--- src/rtl/uart_tx_param.sv ---
// Parameterised UART transmitter with a one-word holding register for back-to-back frames.
// Define UART_TX_PARITY_EN to compile in the parity bit (odd/even selected per word).
module uart_tx_param #(
    parameter int DBIT    = 8,
    parameter int OS_TICK = 16,
    parameter int SB_TICK = 16
) (
    input  logic            clk,
    input  logic            reset_n,
    input  logic            tx_start,
    input  logic            s_tick,
    input  logic [DBIT-1:0] din,
    input  logic            parity_odd,
    output logic            tx_ready,
    output logic            tx_busy,
    output logic            tx_done_tick,
    output logic            tx
);
    localparam int SMAX = (OS_TICK > SB_TICK) ? OS_TICK : SB_TICK;
    localparam int SW   = $clog2(SMAX);
    localparam int NW   = $clog2(DBIT);

`ifdef UART_TX_PARITY_EN
    typedef enum logic [2:0] {IDLE, START, DATA, PARITY, STOP} state_t;
`else
    typedef enum logic [1:0] {IDLE, START, DATA, STOP} state_t;
`endif

    state_t          state;
    logic [SW-1:0]   s;
    logic [NW-1:0]   n;
    logic [DBIT-1:0] shifter;
    logic [DBIT-1:0] hold;
    logic            hold_valid;
    logic            accept;
    logic            os_end;
    logic            sb_end;

`ifdef UART_TX_PARITY_EN
    // Parity is resolved when the word is sampled because the shifter loses bits as it sends.
    logic din_par;
    logic par_bit;
    logic hold_par;
    assign din_par = (^din) ^ parity_odd;
`else
    logic unused_parity_odd;
    assign unused_parity_odd = parity_odd;
`endif

    assign tx_ready     = ~hold_valid;
    assign accept       = tx_start & tx_ready;
    assign tx_busy      = (state != IDLE);
    assign os_end       = s_tick && (s == SW'(OS_TICK - 1));
    assign sb_end       = s_tick && (s == SW'(SB_TICK - 1));
    assign tx_done_tick = (state == STOP) && sb_end;

    always_ff @(posedge clk or negedge reset_n) begin
        if (!reset_n) begin
            state      <= IDLE;
            s          <= '0;
            n          <= '0;
            shifter    <= '0;
            hold       <= '0;
            hold_valid <= 1'b0;
            tx         <= 1'b1;
`ifdef UART_TX_PARITY_EN
            par_bit    <= 1'b0;
            hold_par   <= 1'b0;
`endif
        end else begin
            // Writes go to the holding register unless the shifter can take them on this edge.
            if (accept && state != IDLE && !(state == STOP && sb_end)) begin
                hold       <= din;
                hold_valid <= 1'b1;
`ifdef UART_TX_PARITY_EN
                hold_par   <= din_par;
`endif
            end
            case (state)
                IDLE: begin
                    if (accept) begin
                        shifter <= din;
`ifdef UART_TX_PARITY_EN
                        par_bit <= din_par;
`endif
                        s       <= '0;
                        state   <= START;
                        tx      <= 1'b0;
                    end
                end
                START: begin
                    if (os_end) begin
                        s     <= '0;
                        n     <= '0;
                        state <= DATA;
                        tx    <= shifter[0];
                    end else if (s_tick) begin
                        s <= s + 1'b1;
                    end
                end
                DATA: begin
                    if (os_end) begin
                        s       <= '0;
                        shifter <= shifter >> 1;
                        if (n == NW'(DBIT - 1)) begin
`ifdef UART_TX_PARITY_EN
                            state <= PARITY;
                            tx    <= par_bit;
`else
                            state <= STOP;
                            tx    <= 1'b1;
`endif
                        end else begin
                            n  <= n + 1'b1;
                            tx <= shifter[1];
                        end
                    end else if (s_tick) begin
                        s <= s + 1'b1;
                    end
                end
`ifdef UART_TX_PARITY_EN
                PARITY: begin
                    if (os_end) begin
                        s     <= '0;
                        state <= STOP;
                        tx    <= 1'b1;
                    end else if (s_tick) begin
                        s <= s + 1'b1;
                    end
                end
`endif
                STOP: begin
                    if (sb_end) begin
                        s <= '0;
                        if (hold_valid) begin
                            shifter    <= hold;
                            hold_valid <= 1'b0;
`ifdef UART_TX_PARITY_EN
                            par_bit    <= hold_par;
`endif
                            state      <= START;
                            tx         <= 1'b0;
                        end else if (accept) begin
                            shifter <= din;
`ifdef UART_TX_PARITY_EN
                            par_bit <= din_par;
`endif
                            state   <= START;
                            tx      <= 1'b0;
                        end else begin
                            state <= IDLE;
                            tx    <= 1'b1;
                        end
                    end else if (s_tick) begin
                        s <= s + 1'b1;
                    end
                end
                default: begin
                    state <= IDLE;
                    tx    <= 1'b1;
                end
            endcase
        end
    end
endmodule

--- config.mk ---
export PLATFORM = sky130hd
export DESIGN_NAME = uart_tx_param
export DESIGN_NICKNAME = d
export VERILOG_FILES = /design/src/rtl/uart_tx_param.sv
export SDC_FILE = /design/constraint.sdc
export NUM_CORES = 1
export LEC_CHECK = 0
export CORE_MARGIN = 4
export CORE_UTILIZATION = 30
export CTS_CLUSTER_SIZE = 10
export DETAILED_ROUTE_END_ITERATION = 10
export PLACE_DENSITY_LB_ADDON = 0.2
export SLEW_MARGIN = 5
export SYNTH_ARGS = -nofsm -noshare
export SYNTH_HDL_FRONTEND = slang
export SYNTH_SLANG_ARGS = --single-unit
--- constraint.sdc ---
create_clock -name clk -period 2.5 [get_ports clk]
set_input_delay 0.5 -clock clk [delete_from_list [all_inputs] [get_ports clk]]
set_output_delay 0.5 -clock clk [all_outputs]
set_load 0.005 [all_outputs]
==> impl_summary.log, run 1 <==
INFO  metric run_status = complete, no violations
INFO  metric drv_slew = 0
INFO  metric gpl.final_weighted_congestion = 0.706
INFO  metric nets_in_the_synthesized_netlist = 147
INFO  metric critical_path_class = reg2out
INFO  metric cts.htree.levels = 1
INFO  metric post_synthesis_cell_area = roughly 0.0014 mm²
INFO  metric placementRows = 24
INFO  metric yosys.area_share.adder = roughly 6%
INFO  metric wire_per_inst = roughly 15 µm
INFO  metric worst_slew_margin_rel = ~70%
INFO  metric synth-seq-cells = 27
INFO  metric root_buffer = sky130_fd_sc_hd__clkbuf_8
INFO  metric coreArea = roughly 0.0045 mm²
INFO  metric detailedRoute.firstIterationViolations = roughly 90
INFO  metric maxCapViolations = 0
INFO  metric critPathLaunchType = flop
INFO  metric n_antenna_cell = 0
INFO  metric final.min_clock_period = approximately 2.4 ns
INFO  metric antenna_violations_before_repair = 0
INFO  metric post-cts-setup-buffers = 0
INFO  metric die_area = about 0.0059 mm²
INFO  metric ctsResizeCount = 0
INFO  metric post_synth_xor_area_fraction = less than 1%
INFO  metric place.port_buffers = 15
INFO  metric synth_area_leaders = sky130_fd_sc_hd__dfrtp_1, sky130_fd_sc_hd__mux2_2, sky130_fd_sc_hd__ha_1, sky130_fd_sc_hd__a222oi_1, sky130_fd_sc_hd__o2bb2ai_1
INFO  metric final-hold-violation-count = 0
INFO  metric post_synth_num_cell_types = 38
INFO  metric worstPathArrival = around 1.9 ns
INFO  metric cellLeakagePower = ~0.7 nW
INFO  metric post_synth_mux_area_share = approximately 8.5%
INFO  metric critical_path.endpoint_type = primary output
INFO  metric tightest_slew = 0.451 ns
INFO  metric ys_seq_area_share = a little under half
INFO  metric design.final.nets = around 170
INFO  metric worstHoldPathType = reg2reg
INFO  metric synth.top_cell.area_share = 45.6%
INFO  metric skew = between 0.004 and 0.005 ns
INFO  metric first_global_vias = about 1,100
INFO  metric worst_r2r_startpoint = state[0]$_DFFE_PN0P_
INFO  metric grt_setup_unrepaired = false
INFO  metric finalCoreUtilization = between 30% and 40%
INFO  metric grt_start_max_net_pins = 28
INFO  metric syn-mean-instance-area = between 10 and 15 µm²
INFO  metric finalPower = around 1.8 mW
INFO  metric drt.antenna.violating_nets = 0
INFO  metric power_density = 1050 mW/mm²
INFO  metric layout_worst_path_cycle_share = between 90% and 100%
INFO  metric die-height = 77.0 µm
INFO  metric cts.reportedPaths.clkPinSlew = roughly 0.1 ns
INFO  metric critPathMaxFanout = 7
INFO  metric grt_pass1_wl = about 5300 µm
INFO  metric synth_top_cell_by_area = sky130_fd_sc_hd__dfrtp_1
INFO  metric clkSinkCount = 27
INFO  metric dp_hpwl = between 2000 and 2500 µm
INFO  metric synth_top_family_by_area = compound AO/OA/AOI/OAI gates
INFO  metric numCtsBuffers = 3
INFO  metric detail_route.first_pass.iterations = 5
INFO  metric grt_overflow = 0
INFO  metric drc_errors = 0
INFO  metric synth_simple_gate_area_share = about a tenth
INFO  metric post_cts_hold_buffer_count = 0
INFO  metric clockBufferDepth = 2
INFO  metric ioPinCount = 17
INFO  metric setup_viol = 0
INFO  metric grt_usage = 10.9%
INFO  metric starting_density_of_the_core = between 30% and 40%
INFO  metric syn-instance-count = around 130
INFO  metric layout-area-overhead-vs-synth = 19.4%
INFO  metric routed-via-count = between 1,000 and 1,500
INFO  metric route.detailed.vias_per_inst = roughly 5.5
INFO  metric critPathLaunch = state[0]$_DFFE_PN0P_
INFO  metric ir_drop = 0.000411 V
INFO  metric layout-drive-gt1-share = about 18%
INFO  metric critical_path_required = approximately 2.0 ns
INFO  metric postRouteWirelength = ~3100 µm
INFO  metric clk-insertion-delay-late = around 0.28 ns
INFO  metric yosys_warnings = 0
INFO  metric tritoncts = built
INFO  metric timing.hold.worst.start = shifter[2]$_DFFE_PN0P_
INFO  metric final.setup.tns = 0 ns
INFO  metric die_width = 77.0 µm
INFO  metric maxClockFrequency = 422 MHz
INFO  metric synth-compound-area-share = 23.2%
## synth_stat cells, drive strengths merged
cell and number:
a211oi 1, a21o 1, a21oi 4, a221oi 1, a222oi 7, a22o 4, a22oi 1, a2bb2oi 1
a31o 1, a31oi 1, a41oi 1, and2 2, and4 1, buf 3, clkbuf 2, dfrtp 26
dfstp 1, ha 7, inv 4, mux2 9, mux2i 2, nand2 12, nand2b 1, nor2 11
nor2b 1, nor3 2, o21a 1, o21ai 8, o221ai 1, o2bb2ai 8, o31ai 1, xor2 1
## worst max-delay path, stage by stage (launching register included)
cell and delay [ns]:
sky130_fd_sc_hd__dfrtp_1 0.47, sky130_fd_sc_hd__inv_1 0.10, sky130_fd_sc_hd__ha_1 0.33, sky130_fd_sc_hd__inv_1 0.16, sky130_fd_sc_hd__clkdlybuf4s50_1 0.53
## final timing paths
kind | to | slack [ns] | depth (start not counted)
worst max-delay path | tx_busy | 0.13 | 4
worst min-delay path | shifter[2]$_DFFE_PN0P_ | 0.50 | 1
worst max register to register | state[1]$_DFFE_PN0P_ | 0.56 | 7
worst min register to register | shifter[2]$_DFFE_PN0P_ | 0.50 | 1
min in group asynchronous | s[2]$_DFFE_PN0P_ | 0.59 | 2
max in group asynchronous | tx$_DFFE_PN1P_ | 1.61 | 2
## sequential cells by signal, indices dropped and copies added (netlist names)
register and cells:
state 2, shifter 8, s 4, hold_valid 1
n 3, hold 8, tx 1
## power breakdown
part           internal, mW  total, mW  switching (mW)
registers             0.615      0.756           0.141
logic                 0.387      0.777           0.390
clock network         0.113      0.263           0.149
total                  1.12       1.80           0.681
## layout by cell type, fill, tap and decap left out, types with 2 or more instances in the layout
cell,synthesis,final
sky130_fd_sc_hd__mux2_2,9,9
sky130_fd_sc_hd__clkbuf_8,1,3
sky130_fd_sc_hd__a222oi_1,7,7
sky130_fd_sc_hd__o2bb2ai_1,8,8
sky130_fd_sc_hd__dfrtp_1,26,26
sky130_fd_sc_hd__ha_1,7,7
sky130_fd_sc_hd__inv_1,4,4
sky130_fd_sc_hd__clkdlybuf4s50_1,0,15
sky130_fd_sc_hd__nand2_1,12,12
sky130_fd_sc_hd__a22o_1,4,4
sky130_fd_sc_hd__buf_4,1,7
sky130_fd_sc_hd__o21ai_0,8,8
sky130_fd_sc_hd__nor2_1,11,11
sky130_fd_sc_hd__a21oi_1,3,3
sky130_fd_sc_hd__mux2i_1,2,2
## cell type report
cell class              count  area, µm²
repair buffers             22        203
clock inverters             1       7.51
flip-flops and latches     27        677
inverters                   4       15.0
fillers                   443       2770
multi-input cells          91        696
clock buffers               3       41.3
well taps                  52       65.1
## stage by stage
step / setup WS (ns) / area, µm² / hold WS (ns) / std cells
after floorplan: 0.733 / 1430 / 0.204 / 127
after global placement: 0.129 / 1660 / 0.478 / 196
after detailed placement: 0.125 / 1660 / 0.473 / 196
after CTS: 0.108 / 1700 / 0.503 / 200
after global routing: 0.0405 / 1700 / 0.508 / 200
final: 0.131 / 1700 / 0.499 / 200
## metal layers
layer | global-route usage, % | routed length, µm | part of all wire [%]
met1 | 13.7 | 1470 | 48
met2 | 18.7 | 1440 | 47
met3 | 2.11 | 98 | 3.2
met4 | 3.74 | 46 | 1.5
met5 | 0 | 0 | 0
## cell families after synthesis
group,Yosys count
AOI/OAI and AO/OA,42
xor gates and xnor gates,1
adders and majority gates,7
buffers and inverters,9
DFF,27
muxes,11
and+or+nand+nor,30
Power figures use the tool's default switching activity.
==> run 2: changes to the inputs <==
==> constraint.sdc (replaced) <==
create_clock -name clk -period 2.15 [get_ports clk]
set_input_delay 0.43 -clock clk [delete_from_list [all_inputs] [get_ports clk]]
set_output_delay 0.43 -clock clk [all_outputs]
set_load 0.005 [all_outputs]
==> impl_summary.log, run 2 (synthesized netlist as in run 1, its figures left out) <==
INFO  metric grt_setup_unrepaired = false
INFO  metric n_antenna_cell = 0 (unchanged)
INFO  metric largestRegisters = hold (8), shifter (8), s (4)
INFO  metric grt_pass1_wl = 5330 µm (+1.3%)
INFO  metric design.final.nets = 177 (+4.7%)
INFO  metric worstHoldPathType = reg2reg
INFO  metric gpl.final_weighted_congestion = 0.760 (+7.8%)
INFO  metric worst_slew_margin_rel = 74.7% (+4.9 points)
INFO  metric timing.hold.worst.start = tx$_DFFE_PN1P_
INFO  metric maxClockFrequency = slightly below 500 MHz
INFO  metric coreArea = 0.00447 mm² (unchanged)
INFO  metric critical_path.endpoint_type = primary output
INFO  metric ioPinCount = 17 (unchanged)
INFO  metric skew = 0.00409 ns (-0.000199 ns)
INFO  metric wire_per_inst = 15.2 µm (-0.67%)
INFO  metric tritoncts = built
INFO  metric rr_worst_depth = 7 (unchanged)
INFO  metric share_clk_of_total_power = 13.9% (-0.7 points)
INFO  metric cellLeakagePower = 0.761 nW (+6.6%)
INFO  metric run_status = complete, no violations
INFO  metric critPathLaunch = state[1]$_DFFE_PN0P_
INFO  metric switching_share = 37.1% (-0.74 points)
INFO  metric tightest_slew = 0.375 ns (-0.0764 ns)
INFO  metric drv_slew = 0 (unchanged)
INFO  metric clkSinkCount = 27 (unchanged)
INFO  metric starting_density_of_the_core = 31.9% (unchanged)
INFO  metric final-hold-violation-count = 0 (unchanged)
INFO  metric root_buffer = sky130_fd_sc_hd__clkbuf_8
INFO  metric setup_viol = 0 (unchanged)
INFO  metric placementRows = 24 (unchanged)
INFO  metric maxCapViolations = 0 (unchanged)
INFO  metric seqPwrFrac = 39.9% (-2.2 points)
INFO  metric min_delay_path_depth = 2 (+1)
INFO  metric drc_errors = 0 (unchanged)
INFO  metric critical_path_class = reg2out
INFO  metric numCtsBuffers = 3 (unchanged)
INFO  metric ir_drop = 0.000403 V (-1.7%)
INFO  metric worstHoldEndpoint = tx$_DFFE_PN1P_
INFO  metric reg2reg_slack = 0.28 ns (-0.28 ns)
INFO  metric antenna_violations_before_repair = 0 (unchanged)
INFO  metric comb_pwr_share = 46.2% (+2.9 points)
INFO  metric place.port_buffers = 15 (unchanged)
INFO  metric layout.cell_area.non_filler = 0.00178 mm² (+4.3%)
INFO  metric dp_hpwl = 2160 µm (+2.9%)
INFO  metric final.min_clock_period = between 2 and 2.5 ns
INFO  metric commonest_non_fill_non_tap_cells_in_the_layout = sky130_fd_sc_hd__dfrtp_1, sky130_fd_sc_hd__clkdlybuf4s50_1, sky130_fd_sc_hd__buf_4, sky130_fd_sc_hd__nand2_1, sky130_fd_sc_hd__nor2_1
INFO  metric postRouteWirelength = 3160 µm (+3.3%)
INFO  metric route.detailed.vias_per_inst = 5.43 (-0.77%)
INFO  metric clk-insertion-delay-late = 0.28 ns (about the same)
INFO  metric first_global_vias = 1,109 (-0.89%)
INFO  metric grt_usage = 11.1% (+0.24 points)
INFO  metric critPathMaxFanout = 7 (unchanged)
INFO  metric die_area = 0.00593 mm² (unchanged)
INFO  metric finalPower = 2.17 mW (+21%)
INFO  metric grt_overflow = 0 (unchanged)
INFO  metric grt_start_max_net_pins = 28 (unchanged)
INFO  metric nFillCells = 433 (-2.3%)
INFO  metric worstPathArrival = 1.63 ns (-0.24 ns)
INFO  metric layout-area-overhead-vs-synth = 24.5%
INFO  metric die-height = 77.0 µm (unchanged)
INFO  metric power_density = 1220 mW/mm² (+16%)
INFO  metric die_width = 77.0 µm (unchanged)
INFO  metric detailedRoute.firstIterationViolations = 93 (+5.7%)
INFO  metric net-switching-power = 0.804 mW (+18%)
INFO  metric post_dp_cell_area = 0.00170 mm² (+2.6%)
INFO  metric multi_input_comb_area = 698 µm² (+0.36%)
INFO  metric power_report.internal_total = 1.36 mW (+22%)
INFO  metric worst_r2r_startpoint = s[0]$_DFFE_PN0P_
INFO  metric routed-via-count = 1,130 (+3.2%)
INFO  metric drt.antenna.violating_nets = 0 (unchanged)
INFO  metric critPathLaunchType = flop
INFO  metric detail_route.first_pass.iterations = 6 (+1)
INFO  metric layout_commonest_cell = sky130_fd_sc_hd__dfrtp_1
INFO  metric layout_worst_path_cycle_share = approximately 96%
INFO  metric critical_path_required = 1.72 ns (-0.28 ns)
INFO  metric cts.htree.levels = 1 (unchanged)
INFO  metric layout-drive-gt1-share = 24.4% (+6.1 points)
INFO  metric end_of_the_worst_register_to_register_path = hold[1]$_DFFE_PN0P_
INFO  metric cts.reportedPaths.clkPinSlew = 0.09 ns (about the same)
INFO  metric seq_area = 679 µm² (+0.37%)
INFO  metric clockBufferDepth = 2 (unchanged)
==> run 2: cell types whose count changed in the layout (fill, tap and decap cells not counted), sizes merged <==
| cell | delta |
|---|---|
| clkdlybuf4s50 | -1 |
| dlygate4sd2 | +1 |
| buf | +8 |
| clkinvlp | -1 |
| clkinv | +1 |
==> run 2: cell type report <==
| cell class | count | share of cell area [%] |
|---|---|---|
| multi-input cells | 91 | 39.3 |
| repair buffers | 30 | 15.4 |
| flip-flops and latches | 27 | 38.2 |
| clock inverters | 1 | 0.281 |
| clock buffers | 3 | 2.32 |
| well taps | 52 | 3.66 |
| inverters | 4 | 0.844 |
==> run 2: worst max-delay path: stages, from the launching register on <==
cell	delay, ns
sky130_fd_sc_hd__dfrtp_2	0.44
sky130_fd_sc_hd__inv_1	0.08
sky130_fd_sc_hd__ha_1	0.20
sky130_fd_sc_hd__inv_1	0.11
sky130_fd_sc_hd__clkdlybuf4s50_1	0.52
==> run 2: power groups by stage <==
stage               registers [mW]  clock network (mW)  logic, mW
global placement             0.883                   0      0.903
global route                 0.890               0.331       1.11
finish                       0.865               0.301       1.00
CTS                          0.867               0.315      0.975
detailed placement           0.885                   0      0.929
floorplan                    0.846                   0      0.676
==> run 2: through the flow <==
step	util [%]	hold WS (ns)	worst slack (ns)	cells	TNS, ns
detailed placement	37.9	0.473	-0.0406	200	-0.0485
finish	39.7	0.497	0.0905	208	0
floorplan	-	0.134	0.383	127	0
global route	39.7	0.517	0.0145	208	0
CTS	39.4	0.501	0.00229	206	0
global placement	37.9	0.477	-0.0448	200	-0.0543
==> run 2: how the worst max path moves through the flow <==
| stage | endpoint | slack (ns) | depth (start not counted) |
|---|---|---|---|
| 3_5_place_dp | tx_done_tick | -0.04 | 4 |
| 6_report | tx_busy | 0.09 | 4 |
| 2_1_floorplan | hold[0]$_DFFE_PN0P_ | 0.38 | 5 |
| 5_1_grt | tx_busy | 0.01 | 4 |
| 4_1_cts | tx_busy | 0.002 | 4 |
| 3_3_place_gp | tx_done_tick | -0.04 | 4 |
==> run 2: per-layer routing <==
layer / global-route usage, % / part of all wire (%)
met3: 1.99 / 3.2
met2: 19.0 / 50
met1: 14.0 / 45
met4: 4.27 / 1.8
met5: 0 / 0
==> run 2: timing repair <==
| action | CTS | global route |
|---|---|---|
| resized for setup | 3 | 1 |
| endpoints found under the setup margin | 2 | 1 |
| cloned | 0 | 0 |
| hold buffers | 0 | 0 |
| buffers inserted | 2 | 2 |
